<file path="src/rtl/player_move_ctrl_if.sv">
// Collision-check handshake between the movement scheduler (master) and the
// shared collision checker (slave). chk_x/chk_y hold steady while chk_req=1.
interface player_move_ctrl_if;
  logic       chk_req;
  logic [8:0] chk_x;
  logic [8:0] chk_y;
  logic       chk_ack;
  logic       chk_hit;

  modport master (output chk_req, chk_x, chk_y, input chk_ack, chk_hit);
  modport slave  (input chk_req, chk_x, chk_y, output chk_ack, chk_hit);
endinterface

</file>
<file path="src/rtl/player_move_ctrl.sv">
// Per-frame player movement scheduler: turns held WASD flags into one clamped
// step per frame tick, asks the shared collision checker whether the step is
// legal, commits the position on a clear answer and runs the walk animation.
module player_move_ctrl #(
  parameter int unsigned STEP     = 2,
  parameter int unsigned X_MAX    = 300,
  parameter int unsigned Y_MAX    = 220,
  parameter int unsigned X_INIT   = 20,
  parameter int unsigned Y_INIT   = 20,
  parameter int unsigned ANIM_DIV = 4,
  parameter int unsigned TIMEOUT  = 15
) (
  input  logic                 i_clk,
  input  logic                 i_rst_n,
  input  logic                 i_enable,
  input  logic                 i_load,
  input  logic                 i_tick,
  input  logic                 i_dir_up,
  input  logic                 i_dir_left,
  input  logic                 i_dir_down,
  input  logic                 i_dir_right,
  player_move_ctrl_if.master   chk,
  output logic [8:0]           o_player_x,
  output logic [8:0]           o_player_y,
  output logic [3:0]           o_player_state,
  output logic                 o_moving
);

  localparam int unsigned AW = (ANIM_DIV > 1) ? $clog2(ANIM_DIV) : 1;
  localparam int unsigned TW = $clog2(TIMEOUT + 1);

  localparam logic [9:0] STEP10  = 10'(STEP);
  localparam logic [9:0] X_MAX10 = 10'(X_MAX);
  localparam logic [9:0] Y_MAX10 = 10'(Y_MAX);

  typedef enum logic {ST_IDLE, ST_REQ} state_e;
  typedef enum logic [1:0] {
    FACE_UP    = 2'd0,
    FACE_RIGHT = 2'd1,
    FACE_LEFT  = 2'd2,
    FACE_DOWN  = 2'd3
  } facing_e;

  state_e          r_state;
  facing_e         r_facing;
  logic [1:0]      r_frame;
  logic [AW-1:0]   r_anim_cnt;
  logic [TW-1:0]   r_to_cnt;
  logic            r_load_pending;
  logic            r_chk_req;
  logic [8:0]      r_chk_x;
  logic [8:0]      r_chk_y;
  logic [8:0]      r_x;
  logic [8:0]      r_y;
  logic            r_moving;

  logic            w_dir_any;
  facing_e         w_dir_face;
  logic [9:0]      w_x10;
  logic [9:0]      w_y10;
  logic [9:0]      w_sum_x;
  logic [9:0]      w_sum_y;
  logic [9:0]      w_prop_x;
  logic [9:0]      w_prop_y;
  logic            w_at_edge;

  // Proposal for this tick: highest-priority direction, clamped to the field.
  always_comb begin
    // NOTE: every signal gets a default first so no path leaves it unassigned (no latch).
    w_dir_any  = i_dir_up | i_dir_left | i_dir_down | i_dir_right;
    w_dir_face = r_facing;
    w_x10      = {1'b0, r_x};
    w_y10      = {1'b0, r_y};
    w_sum_x    = w_x10 + STEP10;
    w_sum_y    = w_y10 + STEP10;
    w_prop_x   = w_x10;
    w_prop_y   = w_y10;
    if (i_dir_up) begin
      w_dir_face = FACE_UP;
      w_prop_y   = (w_y10 < STEP10) ? 10'd0 : (w_y10 - STEP10);
    end else if (i_dir_left) begin
      w_dir_face = FACE_LEFT;
      w_prop_x   = (w_x10 < STEP10) ? 10'd0 : (w_x10 - STEP10);
    end else if (i_dir_down) begin
      w_dir_face = FACE_DOWN;
      w_prop_y   = (w_sum_y > Y_MAX10) ? Y_MAX10 : w_sum_y;
    end else if (i_dir_right) begin
      w_dir_face = FACE_RIGHT;
      w_prop_x   = (w_sum_x > X_MAX10) ? X_MAX10 : w_sum_x;
    end
    w_at_edge = (w_prop_x == w_x10) && (w_prop_y == w_y10);
  end

  // Scheduler FSM: position, handshake, load deferral, timeout and animation.
  always_ff @(posedge i_clk) begin
    if (!i_rst_n) begin
      r_state        <= ST_IDLE;
      r_facing       <= FACE_RIGHT;
      r_frame        <= 2'd0;
      r_anim_cnt     <= '0;
      r_to_cnt       <= '0;
      r_load_pending <= 1'b0;
      r_chk_req      <= 1'b0;
      r_chk_x        <= 9'd0;
      r_chk_y        <= 9'd0;
      r_x            <= 9'(X_INIT);
      r_y            <= 9'(Y_INIT);
      r_moving       <= 1'b0;
    end else begin
      // NOTE: non-blocking assignments so every register sees last cycle's values.
      r_moving <= 1'b0;
      unique case (r_state)
        ST_IDLE: begin
          if (i_load || r_load_pending) begin
            r_x            <= 9'(X_INIT);
            r_y            <= 9'(Y_INIT);
            r_facing       <= FACE_RIGHT;
            r_frame        <= 2'd0;
            r_anim_cnt     <= '0;
            r_load_pending <= 1'b0;
          end else if (i_tick && i_enable) begin
            if (!w_dir_any) begin
              r_frame    <= 2'd0;
              r_anim_cnt <= '0;
            end else begin
              r_facing <= w_dir_face;
              if (w_at_edge) begin
                r_frame <= 2'd0;
              end else begin
                r_chk_x   <= w_prop_x[8:0];
                r_chk_y   <= w_prop_y[8:0];
                r_chk_req <= 1'b1;
                r_to_cnt  <= '0;
                r_state   <= ST_REQ;
              end
            end
          end
        end

        ST_REQ: begin
          if (i_load) r_load_pending <= 1'b1;
          if (chk.chk_ack) begin
            r_chk_req <= 1'b0;
            r_state   <= ST_IDLE;
            if (chk.chk_hit) begin
              r_frame <= 2'd0;
            end else if (i_enable) begin
              r_x      <= r_chk_x;
              r_y      <= r_chk_y;
              r_moving <= 1'b1;
              // First step from standstill shows frame 1; afterwards the
              // frame alternates 1/2 every ANIM_DIV committed steps.
              if (r_frame == 2'd0) begin
                r_frame    <= 2'd1;
                r_anim_cnt <= '0;
              end else if (r_anim_cnt == AW'(ANIM_DIV - 1)) begin
                r_anim_cnt <= '0;
                r_frame    <= (r_frame == 2'd1) ? 2'd2 : 2'd1;
              end else begin
                r_anim_cnt <= r_anim_cnt + 1'b1;
              end
            end
          end else if (r_to_cnt == TW'(TIMEOUT - 1)) begin
            // Silent checker: treat as a blocked move.
            r_chk_req <= 1'b0;
            r_frame   <= 2'd0;
            r_state   <= ST_IDLE;
          end else begin
            r_to_cnt <= r_to_cnt + 1'b1;
          end
        end

        default: r_state <= ST_IDLE;
      endcase
    end
  end

  assign chk.chk_req     = r_chk_req;
  assign chk.chk_x       = r_chk_x;
  assign chk.chk_y       = r_chk_y;
  assign o_player_x      = r_x;
  assign o_player_y      = r_y;
  assign o_moving        = r_moving;
  // facing*3 + frame; frame never exceeds 2, so the code stays within 0..11.
  assign o_player_state  = ({2'b00, r_facing} * 4'd3) + {2'b00, r_frame};

endmodule

</file>
<file path="src/flat_wrapper.sv">
// flat-port wrapper written by rule: the top's interface ports become plain ports
module player_move_ctrl_flat 
#(
  parameter int unsigned STEP     = 2,
  parameter int unsigned X_MAX    = 300,
  parameter int unsigned Y_MAX    = 220,
  parameter int unsigned X_INIT   = 20,
  parameter int unsigned Y_INIT   = 20,
  parameter int unsigned ANIM_DIV = 4,
  parameter int unsigned TIMEOUT  = 15
)
  (i_clk, i_rst_n, i_enable, i_load, i_tick, i_dir_up, i_dir_left, i_dir_down, i_dir_right, o_player_x, o_player_y, o_player_state, o_moving, chk_chk_req, chk_chk_x, chk_chk_y, chk_chk_ack, chk_chk_hit);
  player_move_ctrl_if chk_i ();
  input  logic i_clk;
  input  logic i_rst_n;
  input  logic i_enable;
  input  logic i_load;
  input  logic i_tick;
  input  logic i_dir_up;
  input  logic i_dir_left;
  input  logic i_dir_down;
  input  logic i_dir_right;
  output logic [8:0] o_player_x;
  output logic [8:0] o_player_y;
  output logic [3:0] o_player_state;
  output logic o_moving;
  output wire logic [$bits(chk_i.chk_req)-1:0] chk_chk_req;
  output wire logic [$bits(chk_i.chk_x)-1:0] chk_chk_x;
  output wire logic [$bits(chk_i.chk_y)-1:0] chk_chk_y;
  input wire logic [$bits(chk_i.chk_ack)-1:0] chk_chk_ack;
  input wire logic [$bits(chk_i.chk_hit)-1:0] chk_chk_hit;
  assign chk_chk_req = chk_i.chk_req;
  assign chk_chk_x = chk_i.chk_x;
  assign chk_chk_y = chk_i.chk_y;
  assign chk_i.chk_ack = chk_chk_ack;
  assign chk_i.chk_hit = chk_chk_hit;
  player_move_ctrl #(.STEP(STEP), .X_MAX(X_MAX), .Y_MAX(Y_MAX), .X_INIT(X_INIT), .Y_INIT(Y_INIT), .ANIM_DIV(ANIM_DIV), .TIMEOUT(TIMEOUT)) u_core (.i_clk(i_clk), .i_rst_n(i_rst_n), .i_enable(i_enable), .i_load(i_load), .i_tick(i_tick), .i_dir_up(i_dir_up), .i_dir_left(i_dir_left), .i_dir_down(i_dir_down), .i_dir_right(i_dir_right), .chk(chk_i), .o_player_x(o_player_x), .o_player_y(o_player_y), .o_player_state(o_player_state), .o_moving(o_moving));
endmodule
</file>
<file path="config.mk">
export PLATFORM = sky130hd
export DESIGN_NAME = player_move_ctrl_flat
export DESIGN_NICKNAME = d
export VERILOG_FILES = /design/src/rtl/player_move_ctrl_if.sv /design/src/rtl/player_move_ctrl.sv /design/src/flat_wrapper.sv
export SDC_FILE = /design/constraint.sdc
export NUM_CORES = 1
export LEC_CHECK = 0
export ABC_AREA = 1
export CORE_MARGIN = 3
export CORE_UTILIZATION = 55
export DETAILED_ROUTE_END_ITERATION = 8
export GPL_TIMING_DRIVEN = 0
export PLACE_DENSITY = 0.81
export SYNTH_ARGS = -nofsm -noshare
export SYNTH_HDL_FRONTEND = slang
export SYNTH_SLANG_ARGS = --single-unit
</file>
<file path="constraint.sdc">
create_clock -name i_clk -period 2.9 [get_ports i_clk]
set_input_delay 0.58 -clock i_clk [delete_from_list [all_inputs] [get_ports i_clk]]
set_output_delay 0.58 -clock i_clk [all_outputs]
set_load 0.02 [all_outputs]
</file>
==> run metrics <==
status=complete, no violations; first-pass GRT wire length=18.6 mm; DRC=0; endpoint arrival time on the critical path=3.01 ns; buffers from clock root to sink, at most=2; Post-Route Setup TNS=0 ns; Tightest Pin Transition=approximately 0.65 ns; initial antenna violation count=0; area growth from synthesis to layout=33.1%; CTS root buf=clkbuf_8; cell taking the most area after synthesis=dfxtp_1; fin crit period=around 2.8 ns; most area-consuming cells after synthesis=dfxtp_1 (28%), nand2_1 (16%), nor2_1 (8.8%), nand3_1 (8.3%), inv_1 (6.7%); Worst VDD drop=~0.00025 V; Tcrit/Tclk final=between 90% and 100%; Async SR Flop Fraction=0%; PwrDens=~310 nW/um2; Mapped Area=between 3000 and 4000 um2; Syn Nets=slightly above 600; share of layout cells above drive strength 1=18.0%; CTS HTree Levels=2; largest family of logic cells by synthesized area=simple AND/OR/NAND/NOR gates; Synth Area in Adders=4.22%; worst-path cell chain=buf_8 -> inv_8 -> ha_4 -> nand3_4 -> nor2_4 -> nand2_2 -> xor2_1 -> a21oi_1 -> nand2_1 -> nand2_1 -> nand2_2 -> nor2_2 -> nand2_1 -> nor2_1 -> nand2_1 -> nor2_1 -> nand2_2 -> nand2_4 -> inv_4 -> buf_8 -> o21ai_1 -> nor2_1; Post-DP HPWL=around 8.6 mm; worst min path class=reg2reg; leak pwr=between 0.002 and 0.0025 uW; via count=between 4000 and 5000; min-delay src=u_core.chk.chk_req; initial drt markers=about 400; die area=7580 um2; worst path required time=3.12 ns; Post-synth EDFFs=0; setup violators final=0; CP Capture Type=flop; CTS tree=built; Fmax=0.358 GHz; Setup Crit Path Kind=reg2reg; Main synth FF type=dfxtp_1; crit path launch type=flop; Placer Congestion=slightly below 1; Total GRT Usage=between 30% and 40%; TritonCTS Buffers=5; Die Wd=about 87 um; Rows=28; Skew-Pair Late Insertion Delay=~0.32 ns; vias per cell=5.95; Final Core Density=78.5%; Syn. warnings=0; minimum hold slack=about 0.5 ns; slowest cell on the critical path=dfxtp_4; Post-Synth Simple-Gate Area=a little under two fifths; Synth top cells by count=nand2_1 (157), nor2_1 (85), inv_1 (65), nand3_1 (60), dfxtp_1 (50); initial core utilization=between 50% and 60%; Final nets=a little under 700; Antenna Cells=0; count leader, synth=nand2_1; Synth cell types=35; Mapped Cells=595; Crit path largest cell delay=about 0.38 ns; Crit Path Max Fanout=8; die boundary height=approximately 87 um; Slew Viols, Final=0; vias in the first global route=between 3000 and 4000; mux contribution to synthesized area=0%; Placed Area=approximately 4200 um2; share of the synthesized area in the top cell type=approximately 28%; final WL=roughly 12 mm; flip-flop and latch count after synthesis=50; post-DR wirelength/cell=between 15 and 20 um; Final ANT Viol Nets=0; most frequent CP cell=nand2_1; Top Ports=between 50 and 60; sequential element share of the synthesized area=between 20% and 30%; syn_area_per_cell=6.08 um2; worst clock skew=roughly 0.012 ns; largest net degree at the start of global routing=18; Final Cell Area=between 4000 and 5000 um2; crit path from=u_core.o_player_y[1]; reg2reg start=u_core.o_player_y[1]; Worst-path clk slew=roughly 0.10 ns; IO buf count=about 50; Slew HR=between 50% and 60%; core area=between 6000 and 7000 um2; DR pass1 iterations=5; gr ovfl total=0; Tot Pwr=between 1500 and 2000 uW; Hold Vio Cnt, Final=0; compound-gate portion of the synthesized area=a little under a fifth; Post-Synth XOR/XNOR Area=1.45%; max-cap violation count=0; CTS Sinks=50
## per-stage QoR
stage               setup WS [ns]  std cells
floorplan                   0.244        595
global placement           -0.552        721
detailed placement         -0.542        721
CTS                        0.0206        730
global route              -0.0878        748
finish                      0.103        748
## layout make-up
type,count,area [um2]
Clock inverter,3,23.8
Inverter,69,280
Buffer,26,201
Timing Repair inverter,1,5.00
Multi-Input combinational cell,449,2430
Fill cell,481,1320
Clock buffer,5,68.8
Tap cell,75,93.8
Sequential cell,50,1020
Timing Repair Buffer,70,687
## critical path, delay by kind of cell, from the launching register on
kind	cells	cell delay, ns
AO/OA/AOI/OAI	2	0.32
AND/OR/NAND/NOR	14	1.27
adder cells (fa/ha/maj)	1	0.14
flip-flops	1	0.38
XOR/XNOR	1	0.14
buffers and inverters	4	0.42
## where the power goes
group          total (uW)  internal [uW]  switching (uW)
Sequential            724            706            18.5
Combinational         339            131             208
Clock                 440            173             267
Total                1500           1010             493
## timing repair
| item | in CTS | in global routing |
|---|---|---|
| hold buffers | 0 | 0 |
| cloned | 0 | 3 |
| pin swaps | 1 | 25 |
| hold endpoints to repair | 0 | 0 |
| resized for setup | 14 | 100 |
| endpoints found under the setup margin | 28 | 27 |
| buffers inserted | 1 | 16 |
## sequential cells by signal (all words and copies together), names as in the netlist, 2 cells and up
name and cells:
u_core.chk.chk_x 9, u_core.r_to_cnt 4, u_core.r_facing 2, u_core.chk.chk_y 9
u_core.o_player_y 9, u_core.r_anim_cnt 2, u_core.o_player_x 9, u_core.r_frame 2
## metal layers
| layer | up-vias | track usage, % | part of all wire, % |
|---|---|---|---|
| met4 | 0 | 9.77 | 2.2 |
| met3 | 32 | 4.92 | 8.7 |
| met1 | 2078 | 42.8 | 43 |
| met2 | 241 | 48.4 | 46 |
| met5 | - | 0 | 0 |
| li1 | 2099 | - | - |
## layout by cell type, fill, tap and decap left out, types with 3 or more instances in the layout
cell type          n
nor2_2             8
nand2_1          143
clkbuf_2           4
clkinvlp_4         5
inv_1             58
dfxtp_1           44
clkdlybuf4s50_1   47
xor2_1             3
a31oi_1            4
nor2_4             8
o21ai_0           26
nor2_1            71
clkbuf_1           8
nand4_1            4
a32o_1             8
nor3_1             4
o22ai_1            5
clkbuf_8           5
nand2_4            3
a21oi_1           37
buf_6              7
buf_8              3
a21oi_2            6
buf_4             20
xnor2_1            3
o32ai_1            4
ha_4               4
nand3_1           54
o21ai_1           13
nand3_2            5
ha_1               5
inv_2              5
dfxtp_4            4
nand2_2           16
## cell families (layout without fill, tap and decap cells)
logic type | count (synthesis) | after routing
flip-flops | 50 | 50
XOR/XNOR | 6 | 6
AND/OR/NAND/NOR | 321 | 321
AO/OA/AOI/OAI | 111 | 111
adder cells (fa/ha/maj) | 11 | 11
buffers and inverters | 96 | 174
## worst paths after layout
check / cells after the start / end / slack [ns]
min reg2reg: 2 / u_core.chk.chk_req / 0.49
max reg2reg: 22 / u_core.chk.chk_y[3] / 0.10
max: 22 / u_core.chk.chk_y[3] / 0.10
min: 2 / u_core.chk.chk_req / 0.49
Power figures use the tool's default switching activity.
